`src/rtl/game2048_pkg.sv`:
```
// rtl/game2048_pkg.sv - shared direction encodings and move_cmd_gen state encoding
package game2048_pkg;

  localparam logic [3:0] DIR_UP    = 4'b0001;
  localparam logic [3:0] DIR_DOWN  = 4'b0010;
  localparam logic [3:0] DIR_LEFT  = 4'b0100;
  localparam logic [3:0] DIR_RIGHT = 4'b1000;

  typedef enum logic [1:0] {
    MCG_IDLE         = 2'd0,
    MCG_DEBOUNCE     = 2'd1,
    MCG_ISSUE        = 2'd2,
    MCG_WAIT_RELEASE = 2'd3
  } mcg_state_t;

  // Button pattern bits are ordered {right, left, down, up}; up wins ties.
  function automatic logic [3:0] prio_dir(input logic [3:0] pat);
    if (pat[0])      return DIR_UP;
    else if (pat[1]) return DIR_DOWN;
    else if (pat[2]) return DIR_LEFT;
    else if (pat[3]) return DIR_RIGHT;
    else             return 4'b0000;
  endfunction

endpackage

```
`src/rtl/btn_sync.sv`:
```
// rtl/btn_sync.sv - 4-bit two-flop synchronizer for raw push-buttons
module btn_sync (
  input  logic       clk,
  input  logic       reset,
  input  logic [3:0] raw,
  output logic [3:0] sync
);

  logic [3:0] meta;

  always_ff @(posedge clk) begin
    if (reset) begin
      meta <= 4'b0000;
      sync <= 4'b0000;
    end else begin
      meta <= raw;
      sync <= meta;
    end
  end

endmodule

```
`src/rtl/move_cmd_gen.sv`:
```
// rtl/move_cmd_gen.sv - debounced push-button to one-shot move command generator
module move_cmd_gen
  import game2048_pkg::*;
#(
  parameter int DEBOUNCE_CYCLES = 500000
) (
  input  logic       Clk,
  input  logic       Reset,
  input  logic       btnU,
  input  logic       btnD,
  input  logic       btnL,
  input  logic       btnR,
  output logic       cmd_valid,
  output logic [3:0] cmd_dir,
  input  logic       cmd_ready
);

  localparam int CNT_W = $clog2(DEBOUNCE_CYCLES + 1);
  localparam logic [CNT_W-1:0] CNT_LAST = CNT_W'(DEBOUNCE_CYCLES - 1);

  logic [3:0] btn_raw;
  logic [3:0] btn_s;

  mcg_state_t       state, state_d;
  logic [CNT_W-1:0] cnt, cnt_d;
  logic [3:0]       pat, pat_d;
  logic [3:0]       dir, dir_d;

  assign btn_raw = {btnR, btnL, btnD, btnU};

  btn_sync u_btn_sync (
    .clk   (Clk),
    .reset (Reset),
    .raw   (btn_raw),
    .sync  (btn_s)
  );

  // Reset parks in WAIT_RELEASE so a button held across reset is never issued.
  always_ff @(posedge Clk) begin
    if (Reset) begin
      state <= MCG_WAIT_RELEASE;
      cnt   <= '0;
      pat   <= 4'b0000;
      dir   <= 4'b0000;
    end else begin
      state <= state_d;
      cnt   <= cnt_d;
      pat   <= pat_d;
      dir   <= dir_d;
    end
  end

  always_comb begin
    state_d = state;
    cnt_d   = cnt;
    pat_d   = pat;
    dir_d   = dir;
    case (state)
      MCG_IDLE: begin
        if (btn_s != 4'b0000) begin
          pat_d   = btn_s;
          cnt_d   = '0;
          state_d = MCG_DEBOUNCE;
        end
      end
      MCG_DEBOUNCE: begin
        if (btn_s == 4'b0000) begin
          cnt_d   = '0;
          state_d = MCG_IDLE;
        end else if (btn_s != pat) begin
          pat_d = btn_s;
          cnt_d = '0;
        end else if (cnt == CNT_LAST) begin
          cnt_d   = '0;
          dir_d   = prio_dir(pat);
          state_d = MCG_ISSUE;
        end else begin
          cnt_d = cnt + 1'b1;
        end
      end
      MCG_ISSUE: begin
        // Buttons are ignored here: only the handshake can end the command.
        if (cmd_ready) begin
          cnt_d   = '0;
          dir_d   = 4'b0000;
          state_d = MCG_WAIT_RELEASE;
        end
      end
      MCG_WAIT_RELEASE: begin
        if (btn_s != 4'b0000) begin
          cnt_d = '0;
        end else if (cnt == CNT_LAST) begin
          cnt_d   = '0;
          state_d = MCG_IDLE;
        end else begin
          cnt_d = cnt + 1'b1;
        end
      end
      default: begin
        cnt_d   = '0;
        dir_d   = 4'b0000;
        state_d = MCG_WAIT_RELEASE;
      end
    endcase
  end

  assign cmd_valid = (state == MCG_ISSUE);
  assign cmd_dir   = cmd_valid ? dir : 4'b0000;

endmodule

```
`config.mk`:
```
export PLATFORM = sky130hd
export DESIGN_NAME = move_cmd_gen
export DESIGN_NICKNAME = d
export VERILOG_FILES = /design/src/rtl/game2048_pkg.sv /design/src/rtl/btn_sync.sv /design/src/rtl/move_cmd_gen.sv
export SDC_FILE = /design/constraint.sdc
export NUM_CORES = 1
export LEC_CHECK = 0
export CORE_ASPECT_RATIO = 0.75
export CORE_UTILIZATION = 55
export CTS_CLUSTER_DIAMETER = 150
export DETAILED_ROUTE_END_ITERATION = 10
export DONT_BUFFER_PORTS = 1
export GPL_ROUTABILITY_DRIVEN = 0
export PLACE_DENSITY = 0.7
export SYNTH_ARGS = -nofsm -noshare
export SYNTH_HDL_FRONTEND = slang
export SYNTH_SLANG_ARGS = --single-unit
```
`constraint.sdc`:
```
create_clock -name Clk -period 3 [get_ports Clk]
set_clock_uncertainty 0.1 [all_clocks]
set_input_delay 0.6 -clock Clk [delete_from_list [all_inputs] [get_ports Clk]]
set_output_delay 0.6 -clock Clk [all_outputs]
set_load 0.05 [all_outputs]
```
==> results.toml <==
[logic_synthesis]
synthAdderAreaFrac_pct = 0.653
syn_avg_cell_area_um2 = 9.13
yosys-top-cells-area = "dfxtp_1, mux2i_1, a31oi_1"
synth-compound-area-share_pct = 12.6
synth_top_family_by_area = "simple AND/OR/NAND/NOR gates"
synthDistinctLibCells = 52
async_flop_share_pct = 0
synth_edf_count = 0
yosysTopAreaCellShare_pct = 38.6
ys_ff_latch = 37
synth-simple-area-share_pct = 32.5
syn_inst = 210
muxShareOfSynthArea_pct = 6.79
ys_seq_area_share_pct = 38.6
yosys.area.top_type = "dfxtp_1"
synth_xor_area_share_pct = 3.66
synth_ff_type = "dfxtp_1"
syn-num-nets = 218
netlist_area_um2 = 1920
yosys_warnings = 0

[pwr]
power_w = 0.000994
p_per_area_nw_per_um2 = 489
peakVddDrop_v = 0.000335
p_leak_nw = 0.686

[global_routing]
antenna_found_initial = 0
track_usage_pct = 23.6
grt_pass1_vias = 1441
grt_pass1_wl_um = 6650
grt_max_degree = 30
grt-ovfl-total = 0

[sta]
hold_viol = 0
worst_pin_slew_ns = 1.09
slew_headroom_pct = 27.1
finalCritPeriodShare_pct = 80.4
setup_viol = 0
setup-tns-final_ns = 0
fmax_mhz = 415
slew_violations = 0
post-route-min-period_ns = 2.41
rsz0062_at_grt = "false"

[drt]
drt-initial-drc-count = 104
drc = 0
routed_wl_um = 3840
num_vias = 1562
via_per_inst = 6.20
dr.pass1.iters = 5
drtAntennaViolNets = 0
post_drt_wl_per_cell_um = 15.2

[place]
io_buffers = 0
dp_hpwl_um = 2730

[run]
maxCapViolCount = 0

[critical_path]
cp_num_buf_inv = 0
critPathTopFamily = "simple AND/OR/NAND/NOR gates"
crit_type = "register to output pin"
cp_slowest_cell = "and2_1"
cp_slowest_stage_delay_ns = 0.50
startpoint_type = "register"
cp.arrival_ns = 1.71
required_ns = 2.30
path_cells = "and2b_2, and2_1"
crit_fanout = 9
crit_path_end_kind = "output pin"

[clocking]
htreeDepth = 2
cts_tree = "yes"
path_clk_slew_ns = 0.08
clkLatencyLatePin_ns = 0.29
hold_buffers = 0
numClockSinks = 37
clock_path_buffers = 2
postCtsSetupBuffers = 0
post_cts_resized = 0
cts_inserted_buffers = 5
clockRootBuffer = "clkbuf_8"

[final_layout]
nNetsFinal = 219
drive_gt1_share_pct = 12.7
n_antenna_cell = 0
syn_to_final_growth_pct = 6.01
fill_cells = 290

[floorplan]
fp.dieW_um = 70.2
initial_core_util_pct = 57.9
die-area_um2 = 3730
io_pins = 12
die_h_um = 53.1
core-area_um2 = 3310
row_count = 18

[worst_hold_path]
worstHoldPathType = "input port to register"

[run_status]
status = "complete, no violations"
## through the flow
| step | hold slack [ns] | setup slack (ns) | util [%] | instances | instance area (um2) |
|---|---|---|---|---|---|
| after floorplan | 0.314 | 0.801 | - | 210 | 1920 |
| after global placement | 0.318 | 0.735 | 57.9 | 244 | 1920 |
| after detailed placement | 0.324 | 0.656 | 57.9 | 244 | 1920 |
| after CTS | 0.260 | 0.575 | 61.4 | 252 | 2030 |
| after global routing | 0.244 | 0.337 | 61.4 | 252 | 2030 |
| final | 0.263 | 0.588 | 61.4 | 252 | 2030 |
## final timing paths
path                       from                 end  slack [ns]  cells after the start
max                    register          cmd_dir[2]        0.59                      2
min                       Reset             cnt[18]        0.26                      1
max reg2reg              cnt[0]             cnt[17]        0.59                      6
min reg2reg  u_btn_sync.meta[2]  u_btn_sync.sync[2]        0.34                      1
## cell type report
type                    instances  area (um2)  area share, %
multi-input cells             158        1080           53.0
flip-flops and latches         37         741           36.5
clock buffers                   5        68.8           3.39
well taps                      40        50.0           2.46
clock inverters                 3        46.3           2.28
repair buffers                  4        30.0           1.48
inverters                       5        18.8          0.924
## synth_stat cells, types with 2 or more instances
cell type   n
a21oi_1     4
a31oi_1    14
and2_1      6
and3_1      2
buf_2       2
clkbuf_1    5
dfxtp_1    37
inv_1       5
mux2i_1    13
nand2_1    18
nand2b_1    2
nand3_1     8
nand3b_1    7
nand4_1     8
nand4b_1    2
nor2_1     14
nor2b_1     8
nor3_1      4
nor4_1      2
nor4b_1     2
o21ai_0     7
o21bai_1    2
or4b_2      3
xnor2_1     5
xor2_1      3
## cell usage in the layout, fill, tap and decap left out, drive strengths merged, types with 8 or more instances in the layout
cell   count
dfxtp     37
nand2     18
nor2      15
a31oi     14
mux2i     13
nand4      8
nand3      8
nor2b      8
o21ai      8
## cell families (layout without fill, tap and decap cells)
| kind of cell | after synthesis | count (layout) |
|---|---|---|
| fa+ha+maj | 1 | 1 |
| mux | 13 | 13 |
| buf+inv | 15 | 17 |
| xor+xnor | 8 | 8 |
| flops | 37 | 37 |
| compound gates | 36 | 36 |
| simple gates | 100 | 100 |
## layer usage
metal  up-vias  GRT usage, %  routed length (um)
li1        771             -                   -
met1       723          31.6                1870
met2        62          35.9                1650
met3         6          7.81                 274
met4         0          8.00                  39
met5         -             0                   0
## registers in the layout (all words and copies together), names as in the netlist, named ones only
| register | flops |
|---|---|
| state | 1 |
| u_btn_sync.sync | 4 |
| dir | 4 |
| cnt | 19 |
| u_btn_sync.meta | 4 |
| pat | 4 |
## power by group
part	total (W)	switching (W)	internal, W	leakage (nW)
clock	0.000441	0.000192	0.000249	0.0543
combinational	0.0000482	0.0000285	0.0000196	0.332
sequential	0.000505	0.00000654	0.000498	0.300
total	0.000994	0.000228	0.000766	0.686
(Power assumes the default switching activity.)
